<file path="src/rtl/button_pkg.sv">
// Shared types and board-level defaults for the push-button conditioner.
package button_pkg;

  // Per-channel debounce / hold state machine.
  typedef enum logic [2:0] {
    IDLE         = 3'd0,
    PRESS_WAIT   = 3'd1,
    PRESSED      = 3'd2,
    HELD         = 3'd3,
    RELEASE_WAIT = 3'd4
  } btn_state_t;

  // Board clock is 12 MHz: ~20.8 ms debounce window, 1 s long-press.
  localparam int BOARD_CLK_HZ             = 12_000_000;
  localparam int DEBOUNCE_CYCLES_DEFAULT  = 250_000;
  localparam int HOLD_CYCLES_DEFAULT      = 12_000_000;

endpackage

</file>
<file path="src/rtl/button_channel.sv">
// One button channel: 2-flop synchroniser, debounce FSM, hold counter.
// The raw pin is active-low; everything after the synchroniser is active-high.
// All outputs come straight from flops.
module button_channel
  import button_pkg::*;
#(
  parameter int DEBOUNCE_CYCLES = DEBOUNCE_CYCLES_DEFAULT,
  parameter int HOLD_CYCLES     = HOLD_CYCLES_DEFAULT
) (
  input  logic clk,
  input  logic rst_n,
  input  logic button,
  output logic pressed,
  output logic press_pulse,
  output logic release_pulse,
  output logic hold_pulse
);

  localparam int DW = $clog2(DEBOUNCE_CYCLES + 1);
  localparam int HW = $clog2(HOLD_CYCLES + 1);
  localparam logic [DW-1:0] DB_MAX   = DW'(DEBOUNCE_CYCLES);
  localparam logic [HW-1:0] HOLD_MAX = HW'(HOLD_CYCLES);

  logic          sync1, sync2;
  logic          s;
  btn_state_t    state, state_nx;
  logic [DW-1:0] db_cnt, db_nx, db_inc;
  logic [HW-1:0] hold_cnt, hold_nx, hold_inc;
  logic          held, held_nx;
  logic          pressed_nx, press_nx, release_nx, hold_pulse_nx;

  // Two-flop synchroniser; resets to the released (high) pin level.
  always_ff @(posedge clk or negedge rst_n) begin
    if (!rst_n) begin
      sync1 <= 1'b1;
      sync2 <= 1'b1;
    end else begin
      sync1 <= button;
      sync2 <= sync1;
    end
  end

  assign s = ~sync2;

  // Saturating increments; a counter parked at its limit never wraps.
  assign db_inc   = (db_cnt == DB_MAX)     ? db_cnt   : db_cnt + 1'b1;
  assign hold_inc = (hold_cnt == HOLD_MAX) ? hold_cnt : hold_cnt + 1'b1;

  // State, counters and registered outputs.
  always_ff @(posedge clk or negedge rst_n) begin
    if (!rst_n) begin
      state         <= IDLE;
      db_cnt        <= '0;
      hold_cnt      <= '0;
      held          <= 1'b0;
      pressed       <= 1'b0;
      press_pulse   <= 1'b0;
      release_pulse <= 1'b0;
      hold_pulse    <= 1'b0;
    end else begin
      state         <= state_nx;
      db_cnt        <= db_nx;
      hold_cnt      <= hold_nx;
      held          <= held_nx;
      pressed       <= pressed_nx;
      press_pulse   <= press_nx;
      release_pulse <= release_nx;
      hold_pulse    <= hold_pulse_nx;
    end
  end

  // Next-state logic. The IDLE->PRESS_WAIT edge consumes the first stable
  // sample, so DEBOUNCE_CYCLES further samples are needed to accept a level.
  // `held` remembers whether the hold pulse already fired, so a release
  // bounce returns to HELD rather than PRESSED.
  always_comb begin
    state_nx      = state;
    db_nx         = db_cnt;
    hold_nx       = hold_cnt;
    held_nx       = held;
    pressed_nx    = pressed;
    press_nx      = 1'b0;
    release_nx    = 1'b0;
    hold_pulse_nx = 1'b0;
    case (state)
      IDLE: begin
        db_nx      = '0;
        hold_nx    = '0;
        held_nx    = 1'b0;
        pressed_nx = 1'b0;
        if (s) state_nx = PRESS_WAIT;
      end
      PRESS_WAIT: begin
        if (!s) begin
          state_nx = IDLE;
          db_nx    = '0;
        end else if (db_inc == DB_MAX) begin
          state_nx   = PRESSED;
          db_nx      = '0;
          hold_nx    = '0;
          held_nx    = 1'b0;
          pressed_nx = 1'b1;
          press_nx   = 1'b1;
        end else begin
          db_nx = db_inc;
        end
      end
      PRESSED: begin
        // Every cycle spent here counts toward the hold, including the one
        // that notices the pin going high.
        hold_nx = hold_inc;
        if (hold_inc == HOLD_MAX) begin
          hold_pulse_nx = 1'b1;
          held_nx       = 1'b1;
        end
        if (!s) begin
          state_nx = RELEASE_WAIT;
          db_nx    = '0;
        end else if (hold_inc == HOLD_MAX) begin
          state_nx = HELD;
        end
      end
      HELD: begin
        if (!s) begin
          state_nx = RELEASE_WAIT;
          db_nx    = '0;
        end
      end
      RELEASE_WAIT: begin
        if (s) begin
          state_nx = held ? HELD : PRESSED;
          db_nx    = '0;
        end else if (db_inc == DB_MAX) begin
          state_nx   = IDLE;
          db_nx      = '0;
          pressed_nx = 1'b0;
          release_nx = 1'b1;
        end else begin
          db_nx = db_inc;
        end
      end
      default: begin
        state_nx   = IDLE;
        db_nx      = '0;
        hold_nx    = '0;
        held_nx    = 1'b0;
        pressed_nx = 1'b0;
      end
    endcase
  end

endmodule

</file>
<file path="src/rtl/button_conditioner.sv">
// Conditions N independent active-low buttons into clean level and
// press / release / long-press pulses.
module button_conditioner
  import button_pkg::*;
#(
  parameter int N_BUTTONS       = 2,
  parameter int DEBOUNCE_CYCLES = DEBOUNCE_CYCLES_DEFAULT,
  parameter int HOLD_CYCLES     = HOLD_CYCLES_DEFAULT
) (
  input  logic                 clk,
  input  logic                 rst_n,
  input  logic [N_BUTTONS-1:0] buttons,
  output logic [N_BUTTONS-1:0] pressed,
  output logic [N_BUTTONS-1:0] press_pulse,
  output logic [N_BUTTONS-1:0] release_pulse,
  output logic [N_BUTTONS-1:0] hold_pulse
);

  // One fully independent channel per button.
  for (genvar g = 0; g < N_BUTTONS; g++) begin : g_ch
    button_channel #(
      .DEBOUNCE_CYCLES (DEBOUNCE_CYCLES),
      .HOLD_CYCLES     (HOLD_CYCLES)
    ) u_ch (
      .clk           (clk),
      .rst_n         (rst_n),
      .button        (buttons[g]),
      .pressed       (pressed[g]),
      .press_pulse   (press_pulse[g]),
      .release_pulse (release_pulse[g]),
      .hold_pulse    (hold_pulse[g])
    );
  end

endmodule

</file>
<file path="config.mk">
export PLATFORM = sky130hd
export DESIGN_NAME = button_conditioner
export DESIGN_NICKNAME = d
export VERILOG_FILES = /design/src/rtl/button_pkg.sv /design/src/rtl/button_channel.sv /design/src/rtl/button_conditioner.sv
export SDC_FILE = /design/constraint.sdc
export NUM_CORES = 1
export LEC_CHECK = 0
export ABC_AREA = 1
export BUFFER_PORTS_ARGS = -buffer_cell sky130_fd_sc_hd__buf_2
export CAP_MARGIN = 5
export CORE_MARGIN = 8
export CORE_UTILIZATION = 55
export CTS_BUF_LIST = sky130_fd_sc_hd__clkbuf_8
export DETAILED_ROUTE_END_ITERATION = 6
export MAX_ROUTING_LAYER = met4
export PLACE_DENSITY = 0.71
export SLEW_MARGIN = 10
export SYNTH_ARGS = -nofsm -noshare
export SYNTH_HDL_FRONTEND = slang
export SYNTH_HIERARCHICAL = 1
export SYNTH_SLANG_ARGS = --single-unit
</file>
<file path="constraint.sdc">
create_clock -name clk -period 4.86 [get_ports clk]
set_input_delay 0.729 -clock clk [delete_from_list [all_inputs] [get_ports clk]]
set_output_delay 0.729 -clock clk [all_outputs]
set_load 0.01 [all_outputs]
</file>
# == Word level (Yosys, flattened, before mapping) ==
# Index checks and enable logic that the tools add are counted.
# op_classes
n_addsub,4
eq_ne,38
n_mux,70
bitwise,4
reduce_logical,14
# ops
op,n
$mux 18,10
$mux 24,6
$pmux 24 s3,2
$pmux 18 s3,2
$eq 24x24->1 const B,4
$eq 18x18->1 const B,4
$add 24x1->24 const B,2
$mux 3,16
$add 18x1->18 const B,2
$pmux 3 s5,2
$mux 1,28
$ne 2x1->1 const B,12
$reduce_and 5->1,4
$eq 3x2->1 const B,4
$ne 3x1->1 const B,4
$pmux 1 s3,4
$ne 2x2->1 const B,4
$reduce_and 4->1,2
$reduce_or 2->1,4
$eq 3x1->1 const B,2
$eq 3x3->1 const B,2
$logic_not 3->1,2
$ne 3x3->1 const B,2
$reduce_and 3->1,2
$not 1->1,4
# totals
ff_bits,104
inputBits,4
output_inout_bits,8
word_cells,150

# == Logic depth before layout (Yosys ltp) ==
# Gate-level depths: netlist of the first run.
# depth
depth_word,6
mapped_depth,19
mapped_depth_nobuf,18

# == Hierarchy ==
# Netlist of the first run, hierarchy kept.
# by_module_without_submodules
mod,instances,cells_each,area_each_um2,seq_area_each_um2
button_channel at g_ch[0].u_ch,1,612,3907.5,1303.8
button_channel at g_ch[1].u_ch,1,609,3857.4,1303.8

# == Worst setup path after synthesis of the first run ==
# No wires, ideal clock.
# synth_timing
path_type,reg-to-reg
from,register g_ch[0].u_ch.db_cnt[0]
to,register g_ch[0].u_ch.hold_cnt[15]
setup_ps,134
arrival_time_ps,1961
required_time_ps,4726
setup_slack_ps,2766
path_stages_with_launch,15
n_path_buf,1
synth_period_minus_slack_ps,2094
cell_sequence,dfrtp_1 -> inv_2 -> ha_1 -> nand2_1 -> nor3_2 -> nand3_1 -> nand2_1 -> nand2_1 -> nor3_1 -> nand4_2 -> nand2_2 -> nand2_4 -> buf_6 -> nand2_1 -> o21ai_0
# synth_via
elab_chain_cells,5
word_cells_on_any_way,6
cone_classes,add/sub (1); eq/ne (3); mux (1); reduce/logical (1)
# synth_rtl
element,line,source
from (decl),button_channel.sv:27,"logic [DW-1:0] db_cnt, db_nx, db_inc;"
from (signal assigned),button_channel.sv:62,db_cnt <= db_nx;
$add 18x1->18 / $eq 18x18->1 (equally long branches),button_channel.sv:46,assign db_inc = (db_cnt == DB_MAX) ? db_cnt : db_cnt + 1'b1;
$mux 18 *,button_channel.sv:46,
$eq 18x18->1 *,button_channel.sv:97,end else if (db_inc == DB_MAX) begin
$ne 2x1->1 (no source line) *,--,
$reduce_and 3->1 (no source line) *,--,
to (signal assigned),button_channel.sv:63,hold_cnt <= hold_nx;
to (decl),button_channel.sv:28,"logic [HW-1:0] hold_cnt, hold_nx, hold_inc;"
# Mark *: on every way between the ends. The rest lies on a longest branch, timed or not.
# A chain may end at the register's enable or synchronous reset.

# == Final worst setup path of the first run ==
# layout_timing
from,register g_ch[0].u_ch.db_cnt[1]
to,register g_ch[0].u_ch.db_cnt[12]
# layout_via
elab_chain_cells,6
word_cells_on_any_way,8
cone_classes,add/sub (1); eq/ne (2); mux (5)
# layout_rtl
element,line,source
$add 18x1->18 / $eq 18x18->1 (equally long branches),button_channel.sv:46,
$mux 18 *,button_channel.sv:46,
$eq 18x18->1,"button_channel.sv:97, button_channel.sv:133",
$mux 18 *,"button_channel.sv:97, button_channel.sv:133",
$mux 18 (on tied branches),"button_channel.sv:130, button_channel.sv:94",
$pmux 18 s3 *,button_channel.sv:85,case (state)
# Marks and branches as above.

==> results.txt, run 1 <==
- The number of gates resized after CTS was 0.
* Final standard cell area without fillers: 8123 um2
- The synthesized design contains 104 register bits.
* Detailed Route Iter0 Violations: 671
* Nets: 1237
- Routing layer with the top usage in global route: met2
- Across all setup checks in the final design, the least slack found is 2.133 ns.
- In the final layout, the multi-input gates occupy 4488 um2.
- Number of optimization iterations in the first detailed-route pass: 5
- Across every metal layer, demand over resource in global routing totals 0.2485.
* Die height: 134.8 um
- Number of failing setup endpoints in the final timing report: 0
- CP required: 5.13 ns
* Post-placement setup slack: 2.200 ns
- Weighted congestion at the end of routability-driven global placement: 0.9551
* Number of filler instances in the final layout: 1387
- Width of the die: 134.8 um
- RSZ-0062 raised after global routing: false
- Buffers added on ports: 11
- The number of nets in the synthesized netlist is 1233.
- For this configuration, the core starts out at a cell density of 0.5616.
* Sequential cell area fraction in the yosys report: 0.3358
* Proportion of netlist area held by the largest area contributor: 0.3223
* Maximum number of pins on one net before global-route repair: 66
- Clock transition at the registers of the reported paths: 0.10 ns
- VDD IR max: 188.6 uV
- In the routed design, unresolved DRC markers number 0.
- Fin. Hold Viols: 0
- The first global-routing pass estimated 35.68 mm of wire.
- Pwr dens: 286.6 nW/um2
- Summed over all cells, the static leakage comes to 3.550 nW.
- Total detailed-routing wirelength: 21.48 mm
* Residual antenna-violating net count after detailed routing: 0
- During synthesis, Yosys emitted a total of 6 warnings.
- On the worst path, the slowest cell contributes a delay of 0.47 ns.
- The repair_antennas step left the layout with diodes totalling 0.
- Of the available clock period, the critical path in the final layout requires 0.5612.
- Post-place instance area: 7945 um2
- By area the synthesized netlist is led by dfrtp_1 32%, nand2_1 19%, nor2_1 8.7%.
- The worst setup path is captured at a register.
* Transition time at the pin with the least slew margin: 0.9283 ns
- Global routing finished with a remaining overflow of 0.
* Cell accounting for the most synthesized area: dfrtp_1
- The number of max-slew violations in the final report is 0.
* Average cell area after synthesis: 6.359 um2
- The routed design could run at a clock period as short as 2.727 ns.
- Among all flip-flop cells after synthesis, the most frequent one is dfrtp_1.
- Along the worst path, the maximum fanout reaches 13.
* Hold buffer count at CTS: 0
- Setup clock skew after layout: 0.01147 ns
- Critical path's slowest cell: dfrtp_1
- After detailed routing, the average wire length per cell comes to 15.23 um.
- CTS placed an instance of clkbuf_8 at the clock tree root.
* IO Pins: 12
- Critical path start-end classification: reg2reg
- Area growth from synthesis to final layout: 4.608%
- Met2 usage: 0.3774
- Cell-by-cell trace of the critical path: ha_1 > nand3_1 > inv_1 > nand3_1 > nand2_1 > nand2_1 > nor2_1 > nand2_1 > nor2_1 > nand4_2 > nand2_1 > inv_2 > nand3b_1 > o21ai_1
- Total clock sinks: 104
- The via count of the first global-routing pass was 7126.
* Result of the run: finished, final reports clean
* Type of the tightest min-delay check: reg2reg
- Number of enable-type register cells in the synthesized netlist: 0
* Most used cell along the critical path: nand2_1
* Synthesized cell area: 7765 um2
- Vias per inst: 5.530
- For this run, global-route usage on met3 was measured as 0.03678.
- In this run the tightest slew margin relative to its limit is 0.3789.
- The final route contains 7798 vias.
- For this run, global-route usage on met1 was measured as 0.3337.
- Count of buffers added by post-CTS timing repair for setup: 0
* Worst path bufs/invs: 2
- H-tree lvl count: 3
- No sink is reached through more buffers than the 2 on the longest clock path.
- The floorplan step defined a die boundary enclosing 18180 um2.
* CTS tree: yes
- Critical Path Start Type: register
- Data arrives at the worst endpoint at 3.00 ns.
- Detailed placement ended at an HPWL of 16.15 mm.
* Fin Setup TNS: 0 ns
- In this run the core area contains 43 standard-cell rows.
* Max Cap Viol: 0
- The kind of cell with the highest combined delay along the critical path is simple AND/OR/NAND/NOR gates.
* Floorplan Core Area: 13830 um2
* Number of distinct library cells after synthesis: 39
* Share of synthesized flip-flops with an asynchronous set or reset: 1.000
- TritonCTS created 9 clock buffers.
- Fraction of final layout cells sized beyond drive strength 1: 0.06504
- For the worst-skew pair, the clock arrives at the later sink with an insertion delay of 0.40 ns.
- Timing would allow up to 366.6 MHz.
- The initial antenna violation count came to 0.
* Cell count after synthesis: 1221
- Total area of sequential cells: 2608 um2
cells in the mapped netlist, types with 7 or more instances:
master,n
nand2_1,398
nor2_1,179
inv_1,137
nand3_1,112
dfrtp_1,100
nand4_1,58
o21ai_0,32
o21ai_1,27
nor3_1,24
o22ai_1,23
xor2_1,23
nand2_2,10
a21oi_1,9
nor2_2,9
clkbuf_1,8
ha_1,8
inv_2,8
nor2_4,8
buf_2,7
where the power goes:
part	switching [mW]	internal (mW)	total [mW]	leakage, nW
Combinational	0.602	0.205	0.807	2.02
Clock	0.346	0.194	0.540	0.0990
Sequential	0.0625	0.919	0.981	1.43
layout make-up:
cell class	count	area share
multi-input cells	950	0.5525
inverters	147	0.06793
repair buffers	13	0.008934
clock buffers	9	0.01525
well taps	180	0.02773
flip-flops and latches	104	0.3210
clock inverters	7	0.006624
per-stage QoR:
stage / hold slack (ns) / util / power, mW / cells
2_1_floorplan: 0.3452 / - / 1.636 / 1221
3_3_place_gp: 0.3471 / 0.5746 / 1.792 / 1394
3_5_place_dp: 0.3479 / 0.5746 / 1.797 / 1394
4_1_cts: 0.3637 / 0.5875 / 2.337 / 1410
5_1_grt: 0.3671 / 0.5875 / 2.486 / 1410
6_report: 0.3616 / 0.5875 / 2.328 / 1410
cells by family after synthesis:
kind of cell | Yosys count | share of synthesized area
buf+inv | 167 | 0.08621
simple gates | 812 | 0.4576
xor+xnor | 27 | 0.03239
compound gates | 103 | 0.07509
fa+ha+maj | 8 | 0.01289
flops | 104 | 0.3358
registers in the layout (all words and copies together) (netlist names):
name	cells
g_ch.u_ch/db_cnt	36
g_ch.u_ch/held	2
g_ch.u_ch/hold_pulse	2
g_ch.u_ch/press_pulse	2
g_ch.u_ch/release_pulse	2
g_ch.u_ch/sync1	2
g_ch.u_ch/sync2	2
g_ch.u_ch/pressed	2
g_ch.u_ch/hold_cnt	48
g_ch.u_ch/state	6
routing by layer:
metal	routed length, um	share of wire
met1	10160	0.47
met2	9891	0.46
met3	1003	0.047
met4	422	0.020
met5	0	0
layout by cell type, fill, tap and decap left out, types with 3 or more instances in the layout:
cell / n
xor2_1: 23
buf_2: 10
inv_2: 8
o21bai_1: 4
dfrtp_1: 100
clkbuf_8: 9
o21ai_1: 27
nand2_2: 10
ha_1: 8
dfstp_2: 4
nor2_2: 9
nand2_1: 398
nand3_2: 3
nand3_1: 112
nor2_4: 8
nor3_1: 24
nor2_1: 179
buf_4: 3
a21oi_1: 9
inv_1: 138
o21ai_0: 32
nand4_1: 58
o22ai_1: 23
final timing paths:
path,depth (start not counted),slack [ns],from,to
setup / recovery,14,2.13,g_ch[0].u_ch/db_cnt[1],g_ch[0].u_ch/db_cnt[12]
hold / removal,0,0.36,g_ch[0].u_ch/sync1,g_ch[0].u_ch/sync2
setup reg to reg,14,2.13,g_ch[0].u_ch/db_cnt[1],g_ch[0].u_ch/db_cnt[12]
hold reg to reg,0,0.36,g_ch[0].u_ch/sync1,g_ch[0].u_ch/sync2
max in group asynchronous,2,3.36,rst_n,g_ch[1].u_ch/sync2
min in group asynchronous,1,0.43,rst_n,g_ch[0].u_ch/hold_cnt[22]
(Power assumes the default switching activity.)
==> run 2: changes to the inputs <==
PLACE_DENSITY = 0.74   (was 0.71)
clock period = 2.5 ns   (was 4.86 ns; I/O delays follow)
==> run 2 against run 1 <==
  * Global-route usage down 0.19 points
  * First-iteration DRC count up 38%
  * Clock power up 96%
  * Sequential cell count unchanged
  * Fmax up 15%
  * Combinational power up 130%
  * Register-to-register slack worse by 2.0 ns
  * Utilization up 3.3 points
  * Critical path depth down 1
  * Largest cell class unchanged
  * Largest power group unchanged
==> results.txt, run 2 (synthesis gave the netlist of run 1 again) <==
* Result of the run: finished, final reports clean (unchanged)
* Most used cell along the critical path: nand2_1 (unchanged)
- Fin. Hold Viols: 0 (unchanged)
- The layout net count was 1276 (was 1237).
* Headroom to the max-slew limit: 0.5756 (was 0.3789)
* Leakage power: 3.754 nW (was 3.550 nW)
* Number of global-route vias before repair: 7334 (was 7126)
* CTS tree: yes (unchanged)
- The clock insertion delay at the later pin of the skew report is 0.40 ns (about the same).
- The die area was 18180 um2 (unchanged).
* Total track usage: 0.2467 (was 0.2485)
- The clock transition time at the flip-flop clock pins of the worst setup and hold paths came to 0.11 ns (was 0.10 ns).
- The kind of cell adding the most delay to the critical path is simple AND/OR/NAND/NOR gates (unchanged).
- Global-route wire length before repair: 35.72 mm (was 35.68 mm)
- The required time at the endpoint of the critical path is 2.79 ns (was 5.13 ns).
- The average vias per placed instance came to 5.570 (was 5.530).
- The achievable frequency came to 422.2 MHz (was 366.6 MHz).
- Initial core utilization: 0.5616 (unchanged)
* Worst Hold End: g_ch[0].u_ch/sync1 (was g_ch[0].u_ch/sync2)
- GRT overflow: 0 (unchanged)
- Number of optimization iterations in the first detailed-route pass: 5 (unchanged)
* Diode count: 0 (unchanged)
* Buffer levels on the longest clock path: 2 (unchanged)
- Worst R2R Setup Slack: 0.13 ns (was 2.13 ns)
* Critical Path Start Type: register (unchanged)
* Number of failing setup endpoints in the final timing report: 0 (unchanged)
- The highest fanout seen on the critical path is 25 (was 13).
- Logic gate share of total power: 0.385 (was 0.347)
- Fin crit period: 2.369 ns (was 2.727 ns)
* Antenna violations before repair: 0 (unchanged)
- The global placer's final weighted congestion came to 0.9709 (was 0.9551).
* Type of element capturing the critical path: register (unchanged)
* Number of cells traversed by the worst hold path: 1 (was 0)
* Total detailed-routing wirelength: 21.41 mm (was 21.48 mm)
- Maximum number of pins on one net before global-route repair: 47 (was 66)
* Fraction of final layout cells sized beyond drive strength 1: 0.1119 (was 0.06504)
- The number of flip-flops under the largest register name is 48 (unchanged).
- Residual antenna-violating net count after detailed routing: 0 (unchanged)
- Buffers added on ports: 11 (unchanged)
* Type of the tightest min-delay check: in2reg (was reg2reg)
- The peak supply drop is 411.3 uV (was 188.6 uV).
- Power dissipated by switching net loads: 2.024 mW (was 1.010 mW)
* Depth of the most critical reg-to-reg path: 13 (was 14)
- Setup clock skew after layout: 0.01561 ns (was 0.01147 ns)
- The buffers plus inverters on the worst setup path is 0 (was 2).
- Commonest cells after routing, fill and taps aside: 396 x nand2_1, 177 x nor2_1, 136 x inv_1 (was 398 x nand2_1, 179 x nor2_1, 138 x inv_1).
* Pwr dens: 559.6 nW/um2 (was 286.6 nW/um2)
* Detailed Route Iter0 Violations: 925 (was 671)
* TritonCTS Buffers: 9 (unchanged)
* Critical path start-end classification: reg2reg (unchanged)
- The worst hold slack across all endpoints is 0.06781 ns (was 0.3616 ns).
* Reg-to-reg endpoint: g_ch[1].u_ch/held (was g_ch[0].u_ch/db_cnt[12])
- Sequential group share of total power: 0.394 (was 0.421)
- The beginning of the worst hold path is buttons[0] (was g_ch[0].u_ch/sync1).
- The DRC violations left came to 0 (unchanged).
- Critical R2R Launch: g_ch[1].u_ch/db_cnt[0] (was g_ch[0].u_ch/db_cnt[1])
- Width of the die: 134.8 um (unchanged)
* Largest register by flop count: g_ch.u_ch/hold_cnt (unchanged)
* Root cell of the clock tree: clkbuf_8 (unchanged)
- The number of max-slew violations in the final report came to 0 (unchanged).
- Cell-by-cell trace of the critical path: ha_1 > nand2_1 > nor2_4 > nand2_2 > xor2_1 > nor2_1 > nand2_1 > nor2_2 > nand3_4 > nand2_2 > nand2_8 > o21ai_1 > nand2_1 (was ha_1 > nand3_1 > inv_1 > nand3_1 > nand2_1 > nand2_1 > nor2_1 > nand2_1 > nor2_1 > nand4_2 > nand2_1 > inv_2 > nand3b_1 > o21ai_1).
* Largest regs: g_ch.u_ch/hold_cnt: 48 flops, g_ch.u_ch/db_cnt: 36 flops, g_ch.u_ch/state: 6 flops (unchanged)
- Total clock sinks: 104 (unchanged)
* Detailed placement HPWL: 16.16 mm (was 16.15 mm)
* Fin Setup TNS: 0 ns (unchanged)
- Clock Power Share: 0.221 (was 0.232)
- The commonest non-fill, non-tap cell in the layout is nand2_1 (unchanged).
- The vertical extent of the die came to 134.8 um (unchanged).
- The data arrival time of the critical path is 2.66 ns (was 3.00 ns).
- The cell with the largest stage delay on the worst path is dfrtp_2 (was dfrtp_1).
- P_int: 2.779 mW (was 1.318 mW)
- The total number of H-tree levels came to 3 (unchanged).
* Number of filler instances in the final layout: 1277 (was 1387)
* Floorplan Core Area: 13830 um2 (unchanged)
* Via count of the routed design: 8071 (was 7798)
- The relative area change from synthesis to final layout came to 10.54% (was 4.608%).
- The fraction of power spent switching nets is 0.4214 (was 0.4340).
- The count of max-cap constraint violations was 0 (unchanged).
- Placement row count: 43 (unchanged)
* Fraction of the cycle the final worst path needs: 0.9475 (was 0.5612)
* IO Pins: 12 (unchanged)
- Longest individual stage delay on the worst path: 0.44 ns (was 0.47 ns)
- The average wire per cell in the routed design was 14.78 um (was 15.23 um).
- The transition time at the pin with the least slew margin was 0.6358 ns (was 0.9283 ns).
==> run 2: cell types whose count changed in the layout (fill, tap and decap cells not counted), sizes merged <==
| cell | change |
|---|---|
| inv | -1 |
| dlygate4sd3 | +1 |
| buf | +38 |
| clkinv | +1 |
==> run 2: layer usage <==
metal	wire (um)	track usage	vias to the layer above
met5	0	-	-
met4	342	0.07424	0
met3	1353	0.04198	31
met2	9800	0.3625	311
met1	9913	0.3408	3700
li1	-	-	4029
==> run 2: timing repair <==
action                                 4_1_cts  5_1_grt
buffers inserted                             0        1
gates resized for setup                      0       30
hold buffers                                 1        0
endpoints found under the hold margin       32        0
setup endpoints to repair                    0       80
==> run 2: worst max path at each step <==
stage / startpoint / endpoint / cells past startpoint
after floorplan: g_ch[0].u_ch/db_cnt[0] / g_ch[0].u_ch/hold_cnt[15] / 14
after global placement: g_ch[0].u_ch/db_cnt[1] / g_ch[0].u_ch/hold_cnt[15] / 14
after detailed placement: g_ch[0].u_ch/db_cnt[0] / g_ch[0].u_ch/hold_cnt[15] / 15
after CTS: g_ch[1].u_ch/db_cnt[0] / g_ch[1].u_ch/held / 13
after global routing: g_ch[1].u_ch/db_cnt[0] / g_ch[1].u_ch/hold_cnt[18] / 14
final: g_ch[1].u_ch/db_cnt[0] / g_ch[1].u_ch/held / 13
==> run 2: area by class of cell <==
type	count	area [um2]	area share
multi-input cells	950	4596	0.5354
flip-flops and latches	104	2615	0.3047
inverters	147	551.8	0.06429
repair buffers	52	405.4	0.04723
well taps	180	225.2	0.02624
clock buffers	9	123.9	0.01443
clock inverters	7	66.31	0.007726
==> run 2: per-stage QoR <==
step	cells	instance area (um2)	utilization	worst slack [ns]	power, mW
6_report	1449	8583	0.6208	0.1312	4.803
3_3_place_gp	1431	8260	0.5974	0.1918	3.691
3_5_place_dp	1431	8260	0.5974	0.1591	3.709
5_1_grt	1449	8583	0.6208	-0.02652	5.144
2_1_floorplan	1221	7765	-	0.4057	3.180
4_1_cts	1448	8461	0.6119	0.1245	4.789
==> run 2: power by group through the flow <==
stage	Combinational [mW]	Clock [mW]	Sequential, mW
final	1.85	1.06	1.89
after global routing	2.07	1.17	1.91
after detailed placement	1.80	0	1.91
after global placement	1.78	0	1.91
after floorplan	1.27	0	1.91
after CTS	1.80	1.10	1.88
